$ cat config.mk
export PLATFORM = sky130hd
export DESIGN_NAME = pc_sequencer
export DESIGN_NICKNAME = d
export VERILOG_FILES = /design/src/rtl/pc_sequencer.sv
export SDC_FILE = /design/constraint.sdc
export NUM_CORES = 1
export LEC_CHECK = 0
export BUFFER_PORTS_ARGS = -buffer_cell sky130_fd_sc_hd__buf_2
export CORE_ASPECT_RATIO = 0.8
export CORE_UTILIZATION = 56
export DETAILED_ROUTE_END_ITERATION = 8
export MAX_ROUTING_LAYER = met4
export PLACE_DENSITY = 0.8
export SLEW_MARGIN = 20
export SYNTH_ARGS = -nofsm -noshare
export SYNTH_HDL_FRONTEND = slang
export SYNTH_SLANG_ARGS = --single-unit
$ cat constraint.sdc
create_clock -name clk -period 3.95 [get_ports clk]
set_input_delay 0.79 -clock clk [delete_from_list [all_inputs] [get_ports clk]]
set_output_delay 0.79 -clock clk [all_outputs]
set_load 0.01 [all_outputs]
$ cat src/rtl/pc_sequencer.sv
// Program-counter sequencer: fetches an opcode, executes it in one cycle by
// driving increment/load strobes toward an external PC register, and keeps a
// small return stack for CALL/RET. Overflow, underflow and HALT park the
// sequencer until reset.
//
// state | meaning
// FETCH | fetch_req high, waiting for fetch_ack to latch the opcode
// EXEC  | one cycle, strobes driven from the latched opcode
// HALT  | parked, only res leaves
module pc_sequencer #(
  parameter int PC_WIDTH    = 8,
  parameter int STACK_DEPTH = 4
) (
  input  logic                         clk,
  input  logic                         res,
  input  logic [PC_WIDTH-1:0]          pc,
  output logic                         fetch_req,
  input  logic                         fetch_ack,
  input  logic [2:0]                   op_code,
  input  logic [PC_WIDTH-1:0]          op_arg,
  output logic                         pc_cnt_en,
  output logic                         pc_wr_en,
  output logic                         pc_add_offset,
  output logic [PC_WIDTH-1:0]          pc_target,
  output logic                         halted,
  output logic                         err_overflow,
  output logic                         err_underflow,
  output logic                         err_illegal,
  output logic [$clog2(STACK_DEPTH):0] sp
);

  localparam int SPW = $clog2(STACK_DEPTH) + 1;
  localparam int AW  = SPW - 1;

  localparam logic [2:0] OP_NOP  = 3'b000;
  localparam logic [2:0] OP_JMP  = 3'b001;
  localparam logic [2:0] OP_JREL = 3'b010;
  localparam logic [2:0] OP_CALL = 3'b011;
  localparam logic [2:0] OP_RET  = 3'b100;
  localparam logic [2:0] OP_HALT = 3'b101;

  typedef enum logic [1:0] {
    FETCH = 2'd0,
    EXEC  = 2'd1,
    HALT  = 2'd2
  } state_t;

  state_t                state_q, state_d;
  logic [2:0]            code_q, code_d;
  logic [PC_WIDTH-1:0]   arg_q, arg_d;
  logic [SPW-1:0]        sp_q, sp_d;
  logic                  ovf_q, ovf_d;
  logic                  unf_q, unf_d;
  logic                  ill_q, ill_d;
  logic [PC_WIDTH-1:0]   stack_q [STACK_DEPTH];
  logic [PC_WIDTH-1:0]   stack_d [STACK_DEPTH];

  logic [PC_WIDTH-1:0]   pc_plus1;
  logic [AW-1:0]         push_idx;
  logic [AW-1:0]         pop_idx;
  logic                  stack_full;
  logic                  stack_empty;

  // Stack pointer arithmetic; the low bits of sp index the next free slot,
  // and sp-1 (mod depth) is the top entry whenever sp is non-zero.
  always_comb begin
    pc_plus1    = pc + PC_WIDTH'(1);
    push_idx    = sp_q[AW-1:0];
    pop_idx     = sp_q[AW-1:0] - AW'(1);
    stack_full  = (sp_q == SPW'(STACK_DEPTH));
    stack_empty = (sp_q == '0);
  end

  // Next-state, stack update and strobe decode; reset overrides everything last.
  always_comb begin
    state_d       = state_q;
    code_d        = code_q;
    arg_d         = arg_q;
    sp_d          = sp_q;
    ovf_d         = ovf_q;
    unf_d         = unf_q;
    ill_d         = ill_q;
    stack_d       = stack_q;
    pc_cnt_en     = 1'b0;
    pc_wr_en      = 1'b0;
    pc_add_offset = 1'b0;
    pc_target     = '0;

    unique case (state_q)
      FETCH: begin
        if (fetch_ack) begin
          code_d  = op_code;
          arg_d   = op_arg;
          state_d = EXEC;
        end
      end
      EXEC: begin
        state_d = FETCH;
        unique case (code_q)
          OP_NOP: pc_cnt_en = 1'b1;
          OP_JMP: begin
            pc_wr_en  = 1'b1;
            pc_target = arg_q;
          end
          OP_JREL: begin
            pc_wr_en      = 1'b1;
            pc_add_offset = 1'b1;
            pc_target     = arg_q;
          end
          OP_CALL: begin
            if (!stack_full) begin
              stack_d[push_idx] = pc_plus1;
              sp_d              = sp_q + SPW'(1);
              pc_wr_en          = 1'b1;
              pc_target         = arg_q;
            end else begin
              ovf_d   = 1'b1;
              state_d = HALT;
            end
          end
          OP_RET: begin
            if (!stack_empty) begin
              sp_d      = sp_q - SPW'(1);
              pc_wr_en  = 1'b1;
              pc_target = stack_q[pop_idx];
            end else begin
              unf_d   = 1'b1;
              state_d = HALT;
            end
          end
          OP_HALT: state_d = HALT;
          default: begin
            pc_cnt_en = 1'b1;
            ill_d     = 1'b1;
          end
        endcase
      end
      HALT: state_d = HALT;
      default: state_d = FETCH;
    endcase

    if (res) begin
      state_d       = FETCH;
      code_d        = '0;
      arg_d         = '0;
      sp_d          = '0;
      ovf_d         = 1'b0;
      unf_d         = 1'b0;
      ill_d         = 1'b0;
      stack_d       = stack_q;
      pc_cnt_en     = 1'b0;
      pc_wr_en      = 1'b0;
      pc_add_offset = 1'b0;
      pc_target     = '0;
    end
  end

  // Control state register with synchronous reset applied through the _d path.
  always_ff @(posedge clk) begin
    state_q <= state_d;
    code_q  <= code_d;
    arg_q   <= arg_d;
    sp_q    <= sp_d;
    ovf_q   <= ovf_d;
    unf_q   <= unf_d;
    ill_q   <= ill_d;
  end

  // Stack storage; entries above sp are never read, so no reset is needed.
  always_ff @(posedge clk) begin
    stack_q <= stack_d;
  end

  assign fetch_req     = (state_q == FETCH);
  assign halted        = (state_q == HALT);
  assign err_overflow  = ovf_q;
  assign err_underflow = unf_q;
  assign err_illegal   = ill_q;
  assign sp            = sp_q;

endmodule
==> metrics.md <==
| Metric | Value |
|---|---|
| Clk sink count | `slightly above 50` |
| Post-route ant nets | `0` |
| First-pass GRT wire length | `just under 7000 µm` |
| DR iter-0 viols | `88` |
| Final HPWL from detailed placement | `3075 µm` |
| CP startpoint kind | `flop` |
| Root buffer cell | `clkbuf_8` |
| Switching power share of the total | `between 20% and 30%` |
| Asr flop ratio synth | `0%` |
| VDD IR max | `between 200 and 250 µV` |
| Synth Cell Area | `0.002346 mm²` |
| Clock Skew | `between 0.007 and 0.008 ns` |
| Synth cell types | `41` |
| Sequential share of power | `~58%` |
| Post-CTS setup buffer count | `0` |
| Initial Util | `60.10%` |
| Clk pwr share | `35.4%` |
| Crit path largest cell delay | `a little over 0.4 ns` |
| Setup Viol. Count Final | `0` |
| Internal power | `~0.79 mW` |
| Non-Filler Instances | `between 200 and 300` |
| Slew @ Worst Pin | `about 0.65 ns` |
| Max clock buf depth | `2` |
| Largest net degree at the start of global routing | `21` |
| Seq/Total Area, Yosys | `57.17%` |
| Number of synthesized register bits | `51` |
| Top-count cell post-synth | `edfxtp_1` |
| TritonRoute pass-1 iters | `5` |
| DIE HEIGHT | `59.89 µm` |
| Ys Warns | `0` |
| Tmin final | `3.123 ns` |
| Post_cts resized | `0` |
| Synth Instances | `between 150 and 200` |
| EDFF count, synth | `32` |
| Fin area | `roughly 0.0027 mm²` |
| Clk slew on worst S/H paths | `~0.090 ns` |
| Core Region | `a little under 0.004 mm²` |
| Slew Limit Fails | `0` |
| Ys flop type | `edfxtp_1` |
| Vias in the first global route | `approximately 1400` |
| Overall global routing resource usage | `21.96%` |
| Slowest cell on crit path | `nor3_2` |
| Synth area leaders | `edfxtp_1, dfxtp_1, mux4_2, nand2_1, a21oi_1` |
| Synthesized area per cell | `around 12 µm²` |
| FF-to-FF setup slack | `1.66 ns` |
| Psw | `about 0.21 mW` |
| Vias per cell | `~5.6` |
| Via count | `1618` |
| Placer Congestion | `about 0.72` |
| Worst path top cell family by delay | `simple AND/OR/NAND/NOR gates` |
| Setup CP Type | `reg -> out` |
| ANT cells | `0` |
| RSZ-0062 raised after global routing | `false` |
| Fmax | `320.2 MHz` |
| DP Worst Slack | `~1.2 ns` |
| Syn nets | `between 200 and 250` |
| Critical Path Sink Type | `primary output` |
| Top cell type by total area after synthesis | `edfxtp_1` |
| CTS Buf Count | `5` |
| Worst hold path class | `reg -> reg` |
| IO Pins | `just over 40` |
| Post-route setup TNS | `0 ns` |
| Area growth syn-to-layout | `14.13%` |
| Layout cell share with drive strength beyond 1 | `approximately a quarter` |
| Worst EP required | `3.16 ns` |
| Final Hold Fails | `0` |
| Die width | `approximately 74 µm` |
| Fill cells | `roughly 300` |
| Run status | `finished clean` |
| Residual DRC | `0` |
| DR WL/cell | `roughly 15 µm` |
| CP bufs+invs | `3` |
| Worst endpoint data arrival time | `about 2.3 ns` |
| PwrDens | `between 300 and 400 mW/mm²` |
| Gr ovfl total | `0` |
| Final period util | `between 70% and 80%` |
| Post-synth top cells | `edfxtp_1, nand2_1, dfxtp_1, nor2_1, a21oi_1` |
| Net count, final | `about 260` |
| Hold WS | `approximately 0.47 ns` |
| Crit path max fanout | `14` |
| Die Footprint | `around 0.0045 mm²` |
| Site Rows | `20` |
| Initial antenna violation count | `0` |
| TritonCTS clock tree | `built` |
| I/O Buffers | `40` |
| Placed insts | `roughly 280` |
| Setup WS post-layout | `around 0.83 ns` |
| Comb pwr share | `under 10%` |
| Clk_lat worst skew | `0.30 ns` |
| Area share of the largest cell type after synthesis | `roughly 41%` |
| Worst slew margin | `between 50% and 60%` |
| Cell Chain, Critical Path | `buf_4, inv_1, ha_1, and4_1, nor3_2, a22oi_1, nor2_1, buf_2` |
| Max_cap viols | `0` |
| P_leak | `between 0.9 and 1 nW` |
| H-tree levels | `2` |
| Post-CTS Hold Fix Bufs | `0` |
| Cell Area, Placed | `between 0.002 and 0.003 mm²` |
| Routed wire length | `between 4000 and 5000 µm` |
## registers in the layout, indices dropped and copies added, names as in the netlist
name,cells
err_underflow,1
arg_q,8
err_overflow,1
sp,3
code_q,3
err_illegal,1
stack_q,32
state_q,2
## cell usage in the layout, fill, tap and decap left out, types with 2 or more instances in the layout
master and n:
a22oi_1 8, nand2_1 25, xnor2_1 5, nand3_1 5, o21ai_0 3, and2_1 6, clkbuf_8 5, edfxtp_1 32
a21oi_1 15, nor3_1 2, xor2_1 2, and3_1 2, nor2_1 19, dfxtp_1 19, mux4_2 8, inv_1 3
nor2b_1 5, a31oi_1 3, buf_2 40, ha_1 6
## final timing paths
path,depth (start not counted),start,endpoint
worst max register to register,6,sp[0],stack_q[24]
worst max-delay path,8,sp[0],pc_target[4]
worst min register to register,2,arg_q[0],arg_q[0]
worst min-delay path,2,arg_q[0],arg_q[0]
## metrics by stage
stage / utilization (%) / power [mW]
global placement: 65.74 / 0.6582
detailed placement: 65.74 / 0.6606
CTS: 68.59 / 1.011
finish: 68.59 / 1.007
global route: 68.59 / 1.041
floorplan: - / 0.6383
## area by class of cell
type / count / area, µm² / share of cell area (%)
Timing Repair Buffer: 41 / 207.7 / 7.757
Clock buffer: 6 / 72.57 / 2.710
Clock inverter: 2 / 38.79 / 1.449
Inverter: 3 / 11.26 / 0.4206
Sequential cell: 51 / 1341 / 50.09
Tap cell: 55 / 68.82 / 2.570
Multi-Input combinational cell: 133 / 937.1 / 35.00
## power groups by stage
stage / combinational, mW / sequential (mW) / clock [mW]
2_1_floorplan: 0.0479 / 0.590 / 0
3_3_place_gp: 0.0624 / 0.596 / 0
3_5_place_dp: 0.0646 / 0.596 / 0
4_1_cts: 0.0655 / 0.584 / 0.362
5_1_grt: 0.0730 / 0.585 / 0.383
6_report: 0.0657 / 0.584 / 0.357
## worst reg2reg max path: stages, from the launching register on
cell and delay [ns]:
dfxtp_1 0.32, buf_4 0.23, inv_1 0.11, ha_1 0.26, and2_1 0.20, nor3_1 0.36
and2_1 0.46
## per-layer routing
layer	track usage (%)	wire length [µm]	share of wire, %
met1	30.75	2172	49
met2	32.05	1947	44
met3	4.722	242	5.5
met4	7.278	41	0.93
met5	-	0	0
## cell families after synthesis
group                    share of synthesized area (%)
adder cells (fa/ha/maj)                          3.200
AND/OR/NAND/NOR                                  16.00
flip-flops                                       57.17
multiplexers                                     8.107
XOR/XNOR                                         2.613
AO/OA/AOI/OAI                                    10.03
buffers and inverters                            2.879
Note: power is estimated with default switching activity, not from simulation.
